$ cat src/rtl/gemm_sched.sv
`default_nettype none
// ============================================================================
// Module   : gemm_sched
// Purpose  : In-order GEMM issue queue with RAW hazard blocking against
//            in-flight destinations and array weight-reuse tracking.
// Revision : 1.0 - initial release
// ============================================================================
module gemm_sched #(
    parameter int QDEPTH = 4,
    parameter int MAXF   = 2,
    parameter int REG_W  = 4
) (
    input  logic                      CLK,
    input  logic                      RST,
    input  logic                      req_valid,
    output logic                      req_ready,
    input  logic [REG_W-1:0]          req_rd,
    input  logic [REG_W-1:0]          req_rs1,
    input  logic [REG_W-1:0]          req_rs2,
    input  logic [REG_W-1:0]          req_rs3,
    output logic                      gemm_valid,
    input  logic                      gemm_ready,
    output logic [REG_W-1:0]          gemm_rd,
    output logic [REG_W-1:0]          gemm_rs1,
    output logic [REG_W-1:0]          gemm_rs2,
    output logic [REG_W-1:0]          gemm_rs3,
    output logic                      gemm_new_weight,
    input  logic                      gemm_done,
    input  logic                      wb_valid,
    input  logic [REG_W-1:0]          wb_rd,
    input  logic                      flush,
    output logic                      busy,
    output logic [$clog2(QDEPTH):0]   count,
    output logic                      err
);

    localparam int PW = $clog2(QDEPTH);
    localparam int CW = PW + 1;
    localparam int IW = $clog2(MAXF + 1);

    typedef enum logic [1:0] {
        ST_IDLE   = 2'd0,
        ST_ACTIVE = 2'd1,
        ST_DRAIN  = 2'd2
    } state_t;

    state_t           r_state;
    state_t           w_state_nxt;

    logic [REG_W-1:0] r_q_rd  [QDEPTH];
    logic [REG_W-1:0] r_q_rs1 [QDEPTH];
    logic [REG_W-1:0] r_q_rs2 [QDEPTH];
    logic [REG_W-1:0] r_q_rs3 [QDEPTH];
    logic [PW-1:0]    r_wptr;
    logic [PW-1:0]    r_rptr;
    logic [CW-1:0]    r_count;
    logic [CW-1:0]    w_count_nxt;

    logic [REG_W-1:0] r_inf_rd     [MAXF];
    logic [REG_W-1:0] w_inf_rd_nxt [MAXF];
    logic [IW-1:0]    r_inf_cnt;
    logic [IW-1:0]    w_inf_cnt_nxt;

    logic [REG_W-1:0] r_wreg;
    logic             r_wvalid;
    logic             r_err;

    logic             w_hazard;
    logic             w_inf_full;
    logic             w_accept;
    logic             w_issue;
    logic             w_retire;
    logic             w_flush_q;
    logic             w_wclear;

    assign gemm_rd   = r_q_rd[r_rptr];
    assign gemm_rs1  = r_q_rs1[r_rptr];
    assign gemm_rs2  = r_q_rs2[r_rptr];
    assign gemm_rs3  = r_q_rs3[r_rptr];

    // Registered table only: an op retiring this cycle still blocks its readers.
    always_comb begin
        w_hazard = 1'b0;
        for (int i = 0; i < MAXF; i++) begin
            if ((IW'(i) < r_inf_cnt) &&
                ((r_inf_rd[i] == gemm_rs1) || (r_inf_rd[i] == gemm_rs2) ||
                 (r_inf_rd[i] == gemm_rs3))) begin
                w_hazard = 1'b1;
            end
        end
    end

    assign w_inf_full      = (r_inf_cnt == IW'(MAXF));
    assign gemm_valid      = (r_state == ST_ACTIVE) && (r_count != '0) &&
                             !w_hazard && !w_inf_full;
    assign req_ready       = (r_count < CW'(QDEPTH)) && (r_state != ST_DRAIN);
    assign gemm_new_weight = !r_wvalid || (gemm_rs2 != r_wreg);
    assign busy            = (r_count != '0) || (r_inf_cnt != '0);
    assign count           = r_count;
    assign err             = r_err;

    assign w_accept  = req_valid && req_ready && !flush;
    assign w_issue   = gemm_valid && gemm_ready;
    assign w_retire  = gemm_done && (r_inf_cnt != '0);
    assign w_flush_q = flush && (r_state == ST_ACTIVE);
    assign w_wclear  = (w_issue && (gemm_rd == gemm_rs2)) ||
                       (wb_valid && (wb_rd == r_wreg));

    always_comb begin
        w_count_nxt = r_count;
        if (w_flush_q) begin
            w_count_nxt = '0;
        end else if (w_accept && !w_issue) begin
            w_count_nxt = r_count + 1'b1;
        end else if (!w_accept && w_issue) begin
            w_count_nxt = r_count - 1'b1;
        end
    end

    // Retire shifts the oldest out first, then an issue appends at the new tail.
    always_comb begin
        w_inf_rd_nxt  = r_inf_rd;
        w_inf_cnt_nxt = r_inf_cnt;
        if (w_retire) begin
            for (int i = 0; i < MAXF - 1; i++) begin
                w_inf_rd_nxt[i] = r_inf_rd[i+1];
            end
            w_inf_rd_nxt[MAXF-1] = '0;
            w_inf_cnt_nxt        = r_inf_cnt - 1'b1;
        end
        if (w_issue) begin
            for (int i = 0; i < MAXF; i++) begin
                if (IW'(i) == w_inf_cnt_nxt) begin
                    w_inf_rd_nxt[i] = gemm_rd;
                end
            end
            w_inf_cnt_nxt = w_inf_cnt_nxt + 1'b1;
        end
    end

    always_comb begin
        w_state_nxt = r_state;
        case (r_state)
            ST_IDLE: begin
                if (w_accept) begin
                    w_state_nxt = ST_ACTIVE;
                end
            end
            ST_ACTIVE: begin
                if (flush) begin
                    w_state_nxt = ST_DRAIN;
                end else if ((w_count_nxt == '0) && (w_inf_cnt_nxt == '0)) begin
                    w_state_nxt = ST_IDLE;
                end
            end
            ST_DRAIN: begin
                if (w_inf_cnt_nxt == '0) begin
                    w_state_nxt = ST_IDLE;
                end
            end
            default: w_state_nxt = ST_IDLE;
        endcase
    end

    always_ff @(posedge CLK) begin
        if (RST) begin
            r_state <= ST_IDLE;
        end else begin
            r_state <= w_state_nxt;
        end
    end

    always_ff @(posedge CLK) begin
        if (RST) begin
            for (int i = 0; i < QDEPTH; i++) begin
                r_q_rd[i]  <= '0;
                r_q_rs1[i] <= '0;
                r_q_rs2[i] <= '0;
                r_q_rs3[i] <= '0;
            end
            for (int i = 0; i < MAXF; i++) begin
                r_inf_rd[i] <= '0;
            end
            r_wptr    <= '0;
            r_rptr    <= '0;
            r_count   <= '0;
            r_inf_cnt <= '0;
            r_wreg    <= '0;
            r_wvalid  <= 1'b0;
            r_err     <= 1'b0;
        end else begin
            r_count   <= w_count_nxt;
            r_inf_rd  <= w_inf_rd_nxt;
            r_inf_cnt <= w_inf_cnt_nxt;
            if (w_flush_q) begin
                r_wptr <= '0;
                r_rptr <= '0;
            end else begin
                if (w_accept) begin
                    r_q_rd[r_wptr]  <= req_rd;
                    r_q_rs1[r_wptr] <= req_rs1;
                    r_q_rs2[r_wptr] <= req_rs2;
                    r_q_rs3[r_wptr] <= req_rs3;
                    r_wptr          <= r_wptr + 1'b1;
                end
                if (w_issue) begin
                    r_rptr <= r_rptr + 1'b1;
                end
            end
            if (w_issue) begin
                r_wreg <= gemm_rs2;
            end
            // Invalidation wins over a same-cycle reload.
            if (w_wclear) begin
                r_wvalid <= 1'b0;
            end else if (w_issue) begin
                r_wvalid <= 1'b1;
            end
            if (gemm_done && (r_inf_cnt == '0)) begin
                r_err <= 1'b1;
            end
        end
    end

endmodule
`default_nettype wire

$ cat config.mk
export PLATFORM = sky130hd
export DESIGN_NAME = gemm_sched
export DESIGN_NICKNAME = d
export VERILOG_FILES = /design/src/rtl/gemm_sched.sv
export SDC_FILE = /design/constraint.sdc
export NUM_CORES = 1
export LEC_CHECK = 0
export ABC_AREA = 1
export CAP_MARGIN = 20
export CORE_ASPECT_RATIO = 1.5
export CORE_MARGIN = 8
export CORE_UTILIZATION = 35
export DETAILED_ROUTE_END_ITERATION = 7
export SYNTH_ARGS = -nofsm -noshare
export SYNTH_HDL_FRONTEND = slang
export SYNTH_SLANG_ARGS = --single-unit
$ cat constraint.sdc
create_clock -name CLK -period 4.52 [get_ports CLK]
set_input_delay 1.356 -clock CLK [delete_from_list [all_inputs] [get_ports CLK]]
set_output_delay 1.356 -clock CLK [all_outputs]
set_load 0.01 [all_outputs]
==> results of run 1 <==
[cells in the mapped netlist, types with 7 or more instances]
cell type / instances / area share, %
nand2_1: 175 / 13
nor2_1: 98 / 7.5
inv_1: 82 / 6.3
edfxtp_1: 64 / 39
nand3_1: 58 / 5.9
dfxtp_1: 27 / 11
a21oi_1: 18 / 1.8
o21ai_0: 18 / 1.8
nand2_2: 9 / 1.2
clkbuf_1: 8 / 0.61
ha_1: 8 / 2.0
nand3_2: 8 / 1.6
xor2_1: 7 / 1.3
[per-stage QoR]
| stage | instance area (um2) | util [%] | instances | hold WS [ps] |
|---|---|---|---|---|
| 2_1_floorplan | 4890 | - | 621 | 436 |
| 3_3_place_gp | 5520 | 39.8 | 824 | 452 |
| 3_5_place_dp | 5520 | 39.8 | 824 | 458 |
| 4_1_cts | 5830 | 42.1 | 840 | 477 |
| 5_1_grt | 5830 | 42.1 | 840 | 493 |
| 6_report | 5830 | 42.1 | 840 | 478 |
[placed cells by master, fill, tap and decap left out, drive strengths merged]
cell / netlist / routed
o2111ai: 1 / 1
xor2: 7 / 7
a2111oi: 1 / 1
nor2: 99 / 99
inv: 89 / 91
clkinvlp: 0 / 2
o21ai: 20 / 20
buf: 11 / 7
nor4: 2 / 2
nand3: 66 / 66
o211ai: 1 / 1
clkinv: 2 / 4
bufinv: 0 / 1
clkdlybuf4s50: 0 / 50
nand4: 5 / 5
nand2: 185 / 185
nor3: 4 / 4
clkbuf: 8 / 9
a21oi: 18 / 18
edfxtp: 64 / 64
ha: 8 / 8
dfxtp: 27 / 27
or2: 3 / 3
[power groups by stage]
stage,Sequential (mW),Clock (mW),Combinational (mW)
final,0.981,0.778,0.545
after global routing,0.988,0.816,0.620
after CTS,0.981,0.791,0.558
after detailed placement,1.00,0,0.555
after global placement,0.999,0,0.541
after floorplan,0.994,0,0.370
[worst reg2reg max path: stages (launching register included)]
cell and delay, ps:
dfxtp_1 590, buf_4 290, nand3_1 170, nand2_1 160
nand2_1 60, nand2_1 60, nor2_1 50, nand2_1 70
nand3_2 120, nand2_2 110, nand4_4 190, clkinv_2 240
nand2_2 90, a21oi_1 180, nand2_1 70, inv_1 50
nand2_1 40, nand2_1 50, o21ai_1 50, nand2_1 50
inv_1 40
[area by class of cell]
cell class | count | area, um2
Clock buffer | 9 | 225
Clock inverter | 7 | 85.1
Fill cell | 1374 | 8030
Inverter | 91 | 350
Multi-Input combinational cell | 420 | 1950
Sequential cell | 91 | 2460
Tap cell | 165 | 206
Timing Repair Buffer | 57 | 553
[flip-flops by register name (all words and copies together) (netlist names), named ones only]
name,flops
r_state,2
count,3
r_wreg,4
r_inf_rd,8
r_q_rs3,16
r_rptr,2
r_wvalid,1
err,1
r_wptr,2
r_q_rs2,16
r_inf_cnt,2
r_q_rd,16
r_q_rs1,16
[layer usage]
metal	track usage (%)	wire length, um	up-vias
li1	-	-	2067
met1	14.5	4790	1866
met4	5.48	204	0
met5	0	0	-
met3	2.14	458	13
met2	26.4	6770	74
[worst paths after layout]
path                                   end  slack, ps  cells past startpoint
worst max-delay path            gemm_valid        300                     12
worst min-delay path                   err        480                      2
worst max register to register  r_state[0]       1710                     20
worst min register to register         err        480                      2
[kinds of logic after synthesis]
family | count (synthesis) | synth area share, %
adder cells (fa/ha/maj) | 8 | 2.05
buffers and inverters | 110 | 9.83
flip-flops | 91 | 50.4
AND/OR/NAND/NOR | 364 | 32.1
XOR/XNOR | 7 | 1.25
AO/OA/AOI/OAI | 41 | 4.40
==> flow_summary.json, run 1 <==
{
  "syn_area_per_cell_um2": 7.87,
  "setup-tns-final_ps": 0,
  "yosysSeqAreaShare_pct": 50.4,
  "p_comb_share_pct": 23.6,
  "cpMostUsedCell": "nand2_1",
  "cp_num_buf_inv": 2,
  "tightest_slew_ps": 940,
  "post_cts_buffers": 0,
  "max_freq_mhz": 237,
  "required_ps": 3160,
  "ir_drop_v": 0.000186,
  "fin_crit_ps": 4220,
  "postCtsHoldBufs": 0,
  "clk_pin_slew_worst_paths_ps": 70,
  "nNetsFinal": 705,
  "grt_pass1_wl_um": 19500,
  "path_cells": "buf_4 > nand3_1 > nand2_1 > nand2_1 > nand2_1 > nor2_1 > nand2_1 > nand3_2 > nand2_2 > nand2_1 > nor2_1 > clkdlybuf4s50_1",
  "crit_fanout": 10,
  "p_int_mw": 1.59,
  "grt_pass1_vias": 3868,
  "synth_nets": 656,
  "die_area_mm2": 0.0181,
  "power_density_mw_per_mm2": 395,
  "min_from": "err",
  "routedWlPerCell_um": 14.6,
  "routed_via_density": 4.79,
  "power.leakage_nw": 2.49,
  "area_delta_synth_final_pct": 19.3,
  "hold_path.class": "flop to flop",
  "die_x_um": 112,
  "crit_slowest_cell": "dfxtp_1",
  "clkPwrFrac_pct": 33.8,
  "dpl.hpwl_um": 9260,
  "grt_usage_pct": 13.8,
  "crit_family": "simple AND/OR/NAND/NOR gates",
  "crit_type": "flop to output pin",
  "synth_edf_count": 64,
  "post_cts_resize_count": 0,
  "drc": 0,
  "drive_gt1_share_pct": 8.15,
  "routed_wl_um": 12200,
  "vias": 4020,
  "slew_violations": 0,
  "switching_power_uw": 710,
  "first_pass_iters": 4,
  "start_kind": "flop",
  "hold_viol": 0,
  "grt_max_degree": 33,
  "cts_sinks": 91,
  "syn_area_mm2": 0.00489,
  "dp_slack_ps": 678,
  "cp_slowest_stage_delay_ps": 590,
  "setup_ws_ps": 302,
  "drt-initial-drc-count": 264,
  "synthCells": 621,
  "antenna_found_initial": 0,
  "fin_skew_ps": 7.84,
  "cp.arrival_ps": 2860,
  "total_power_mw": 2.30,
  "maxSlewHeadroom_pct": 37.3,
  "period_share_pct": 93.3,
  "rsz0062_at_grt": "false",
  "cts_root_buffer": "clkbuf_16",
  "clkLatencyLatePin_ps": 340,
  "start_util_pct": 35.3,
  "seq_power_share_pct": 42.6,
  "cts_buffer_depth": 2,
  "portBuffers": 50,
  "numCtsBuffers": 9,
  "rows": 53,
  "swShare_pct": 30.8,
  "fp.dieH_um": 161,
  "core_mm2": 0.0139,
  "yosysWarnings": 0,
  "grt.overflow.total": 0,
  "synth_flop_cell": "edfxtp_1",
  "async_reset_ff_share_pct": 0,
  "status": "finished clean",
  "setup_viol": 0,
  "final_antenna_net_count": 0,
  "ys_ff_latch": 91,
  "gp_congestion": 0.846,
  "io_pins": 51,
  "synth.distinct_cells": 32,
  "htreeDepth": 3,
  "antenna_cells": 0,
  "drv_cap": 0,
  "cts_tree": "built",
  "cp-end-kind": "output pin"
}
Note: power is estimated with default switching activity, not from simulation.
==> run 2, diff against run 1 <==
DONT_BUFFER_PORTS = 1   (was unset)
==> run 2 against run 1 <==
Cell area down 8.9%; sequential power up 0.4%; core utilization down 3.8 points; clock power down 1%; highest routed layer unchanged.
==> flow_summary.json, run 2 (synthesis gave the netlist of run 1 again) <==
{
  "r2r-end": "r_state[0]",
  "start_kind": "flop",
  "fillers": 1440,
  "grt_usage_pct": 13.9,
  "mostFrequentLayoutCells": "nand2_1, nor2_1, inv_1",
  "p_int_mw": 1.52,
  "grt_pass1_vias": 3873,
  "cp_num_buf_inv": 3,
  "rsz0062_at_grt": "false",
  "vias": 3859,
  "postCtsHoldBufs": 0,
  "clk_pin_slew_worst_paths_ps": 70,
  "area_delta_synth_final_pct": 8.66,
  "rr_worst_depth": 21,
  "clkPwrFrac_pct": 34.6,
  "power_density_mw_per_mm2": 419,
  "grt.overflow.total": 0,
  "setup_ws_ps": 694,
  "required_ps": 3160,
  "cp_slowest_stage_delay_ps": 700,
  "start_util_pct": 35.3,
  "routedWlPerCell_um": 15.5,
  "nNetsFinal": 654,
  "gp_congestion": 0.877,
  "drv_cap": 0,
  "switching_power_uw": 702,
  "final_common_cell": "nand2_1",
  "core_mm2": 0.0139,
  "hold_end": "r_rptr[0]",
  "regToRegSetupSlack_ps": 1520,
  "crit_fanout": 16,
  "max_freq_mhz": 261,
  "swShare_pct": 31.6,
  "period_share_pct": 84.7,
  "min_from": "r_rptr[0]",
  "drt-initial-drc-count": 352,
  "p_comb_share_pct": 21.1,
  "portBuffers": 0,
  "holdWs_ps": 496,
  "grt_max_degree": 33,
  "setup_viol": 0,
  "final_antenna_net_count": 0,
  "seq_power_share_pct": 44.3,
  "cts_sinks": 91,
  "antenna_cells": 0,
  "antenna_found_initial": 0,
  "io_pins": 51,
  "htreeDepth": 3,
  "status": "finished clean",
  "setup-tns-final_ps": 0,
  "power.leakage_nw": 2.29,
  "dp_slack_ps": 938,
  "routed_via_density": 4.89,
  "fp.dieH_um": 161,
  "crit_slowest_cell": "dfxtp_1",
  "cp.arrival_ps": 2470,
  "dpl.hpwl_um": 9380,
  "grt_pass1_wl_um": 19600,
  "min_path_cells": 2,
  "die_area_mm2": 0.0181,
  "hold_viol": 0,
  "rows": 53,
  "crit_type": "flop to output pin",
  "drive_gt1_share_pct": 8.33,
  "die_x_um": 112,
  "post_cts_resize_count": 0,
  "fin_skew_ps": 6.38,
  "post_cts_buffers": 0,
  "hold_path.class": "flop to flop",
  "routed_wl_um": 12300,
  "clkLatencyLatePin_ps": 340,
  "ir_drop_v": 0.000170,
  "cpMostUsedCell": "nand2_1",
  "cts_buffer_depth": 2,
  "crit_family": "simple AND/OR/NAND/NOR gates",
  "path_cells": "inv_4 > nand3_1 > nand2_1 > inv_2 > nand2_1 > nand2_1 > nor2_1 > nand2_1 > nand3_1 > nand2_2 > inv_1 > nor2_1",
  "drc": 0,
  "tightest_slew_ps": 815,
  "cp-end-kind": "output pin",
  "slew_violations": 0,
  "fin_crit_ps": 3830,
  "first_pass_iters": 4,
  "cts_root_buffer": "clkbuf_16",
  "numCtsBuffers": 9,
  "maxSlewHeadroom_pct": 45.5,
  "cts_tree": "built"
}
run 2: worst max-delay path by stage:
| stage | startpoint | to | depth (start not counted) |
|---|---|---|---|
| detailed placement | flush | r_q_rd[0][0] | 8 |
| global placement | flush | r_q_rs3[0][3] | 8 |
| global route | flop | gemm_valid | 12 |
| finish | flop | gemm_valid | 12 |
| floorplan | flush | r_q_rd[1][0] | 3 |
| CTS | flop | gemm_valid | 12 |
run 2: cell type report:
cell class                 count  area, um2  share of cell area [%]
tap                          165        206                    3.89
clock inverter                 7       76.3                    1.44
inverter                      91        350                    6.60
multi-input combinational    420       1940                    36.6
clock buffer                   9        225                    4.24
sequential                    91       2460                    46.4
timing repair buffer           6       45.0                   0.848
run 2: power groups by stage:
| stage | combinational (mW) | clock, mW | sequential [mW] |
|---|---|---|---|
| after floorplan | 0.370 | 0 | 0.994 |
| after global placement | 0.465 | 0 | 1.00 |
| after detailed placement | 0.471 | 0 | 1.00 |
| after CTS | 0.474 | 0.780 | 0.987 |
| after global routing | 0.541 | 0.809 | 0.993 |
| final | 0.470 | 0.769 | 0.985 |
run 2: per-stage QoR:
stage	std cells	cell area [um2]	util (%)	total power [mW]
2_1_floorplan	621	4890	-	1.36
3_3_place_gp	773	5010	36.1	1.47
3_5_place_dp	773	5010	36.1	1.48
4_1_cts	789	5310	38.3	2.24
5_1_grt	789	5310	38.3	2.34
6_report	789	5310	38.3	2.22
run 2: routing by layer:
layer / vias up / global-route usage [%] / wire length (um)
met3: 25 / 3.72 / 642
met2: 94 / 25.2 / 6410
met1: 1779 / 14.4 / 4810
met4: 0 / 6.96 / 393
met5: - / 0 / 0
li1: 1961 / - / -
run 2: tightest hold or removal path, cell delays in order (launching register included):
cell	delay [ps]
dfxtp_1	320
nor2_1	50
nor2_1	80
==> run 3, diff against run 2 <==
clock period = 3.57 ns   (was 4.52 ns; I/O delays follow)
==> run 3 against run 2 <==
First-iteration DRC count decreased by 19%; cell count is 0.13% higher; clock skew increased by 2.0 ps; highest routed layer unchanged.
==> flow_summary.json, run 3 (synthesis gave the netlist of run 1 again) <==
{
  "antenna_found_initial": 0,
  "area_delta_synth_final_pct": 8.68,
  "required_ps": 2500,
  "rows": 53,
  "rsz0062_at_grt": "false",
  "regToRegSetupSlack_ps": 790,
  "drive_gt1_share_pct": 8.32,
  "drv_cap": 0,
  "maxSlewHeadroom_pct": 44.6,
  "drc": 0,
  "final_antenna_net_count": 0,
  "drt-initial-drc-count": 285,
  "busiest_layer": "met2",
  "numCtsBuffers": 9,
  "vias": 3833,
  "fin_skew_ps": 8.36,
  "tightest_slew_ps": 829,
  "start_kind": "flop",
  "first_pass_iters": 5,
  "grt_pass1_vias": 3835,
  "period_share_pct": 93.3,
  "die_area_mm2": 0.0181,
  "cts_buffer_depth": 2,
  "swShare_pct": 30.8,
  "r2r-end": "r_state[0]",
  "core_mm2": 0.0139,
  "grt_usage_pct": 13.8,
  "power.leakage_nw": 2.30,
  "grt_pass1_wl_um": 19300,
  "switching_power_uw": 859,
  "die_x_um": 112,
  "cp-end-kind": "output pin",
  "min_from": "r_rptr[1]",
  "use_met3_pct": 3.91,
  "start_util_pct": 35.3,
  "nNetsFinal": 655,
  "crit_fanout": 16,
  "power_density_mw_per_mm2": 524,
  "clkPwrFrac_pct": 33.9,
  "fillers": 1395,
  "crit_type": "flop to output pin",
  "use_met1_pct": 13.5,
  "grt.overflow.total": 0,
  "ir_drop_v": 0.000204,
  "io_pins": 51,
  "max_freq_mhz": 300,
  "min_path_cells": 2,
  "portBuffers": 0,
  "dpl.hpwl_um": 9230,
  "clk_pin_slew_worst_paths_ps": 60,
  "status": "finished clean",
  "routed_wl_um": 12100,
  "gp_congestion": 0.879,
  "p_int_mw": 1.93,
  "fin_crit_ps": 3330,
  "clkLatencyLatePin_ps": 340,
  "cts_root_buffer": "clkbuf_16",
  "mostFrequentLayoutCells": "nand2_1, nor2_1, inv_1",
  "fp.dieH_um": 161,
  "setup-tns-final_ps": 0,
  "hold_path.class": "flop to flop",
  "grt_use_met2_pct": 25.3,
  "hold_viol": 0,
  "seq_power_share_pct": 45.0,
  "fin_cells": 790,
  "cp.arrival_ps": 2260,
  "rr_worst_depth": 22,
  "p_comb_share_pct": 21.1,
  "setup_viol": 0,
  "placed_cells": 774,
  "antenna_cells": 0,
  "final_common_cell": "nand2_1",
  "htreeDepth": 3,
  "routedWlPerCell_um": 15.3,
  "cts_sinks": 91,
  "cts_tree": "built",
  "routed_via_density": 4.85,
  "slew_violations": 0,
  "grt_max_degree": 33
}
==> run 3: worst max-delay path by stage <==
stage                from               to  slack, ps  depth (start not counted)
finish               flop       gemm_valid        240                         13
global route         flop       gemm_valid         10                         13
CTS                  flop  gemm_new_weight        190                          8
detailed placement  flush    r_q_rs2[0][0]        550                          8
global placement     flop  gemm_new_weight        530                          8
floorplan           flush     r_q_rd[1][0]        620                          3
==> run 3: through the flow <==
step	hold slack (ps)	cell area, um2	setup WS [ps]	util [%]	total power, mW
5_1_grt	509	5310	13.9	38.3	2.93
4_1_cts	480	5300	191	38.3	2.80
6_report	478	5310	240	38.3	2.79
3_5_place_dp	467	5010	552	36.2	1.87
3_3_place_gp	450	5010	532	36.2	1.86
2_1_floorplan	436	4890	620	-	1.73
==> run 3: worst max-delay path, cell delays in order (launching register included) <==
cell	delay [ps]
dfxtp_1	470
buf_4	270
nand2_1	70
nand3_1	110
nand2_2	130
inv_2	130
nand2_1	60
nand2_1	50
nor2_1	40
nand2_1	50
nand3_1	110
nand2_2	130
inv_1	50
nor2_1	260
==> run 3: layout make-up <==
cell class | instances | area (um2) | share of cell area, %
clock buffer | 12 | 236 | 4.45
clock inverter | 4 | 52.6 | 0.990
inverter | 91 | 350 | 6.60
multi-input combinational | 420 | 1950 | 36.7
sequential | 91 | 2460 | 46.4
tap | 165 | 206 | 3.89
timing repair buffer | 7 | 52.6 | 0.990
==> run 3: power by group through the flow <==
stage	clock network (mW)	logic (mW)	registers, mW
floorplan	0	0.468	1.26
global placement	0	0.583	1.27
detailed placement	0	0.592	1.28
CTS	0.949	0.597	1.25
global route	0.987	0.678	1.26
finish	0.944	0.588	1.25
==> run 3: repair_timing <==
action                                 4_1_cts  5_1_grt
setup endpoints to repair                    0        1
hold buffers                                 0        0
gates resized for setup                      0        2
endpoints found under the hold margin        0        0
buffers inserted                             0        0
==> run 3: metal layers <==
| metal | vias up | wire (um) |
|---|---|---|
| met4 | 0 | 476 |
| met3 | 26 | 657 |
| li1 | 1966 | - |
| met5 | - | 0 |
| met1 | 1749 | 4660 |
| met2 | 92 | 6280 |
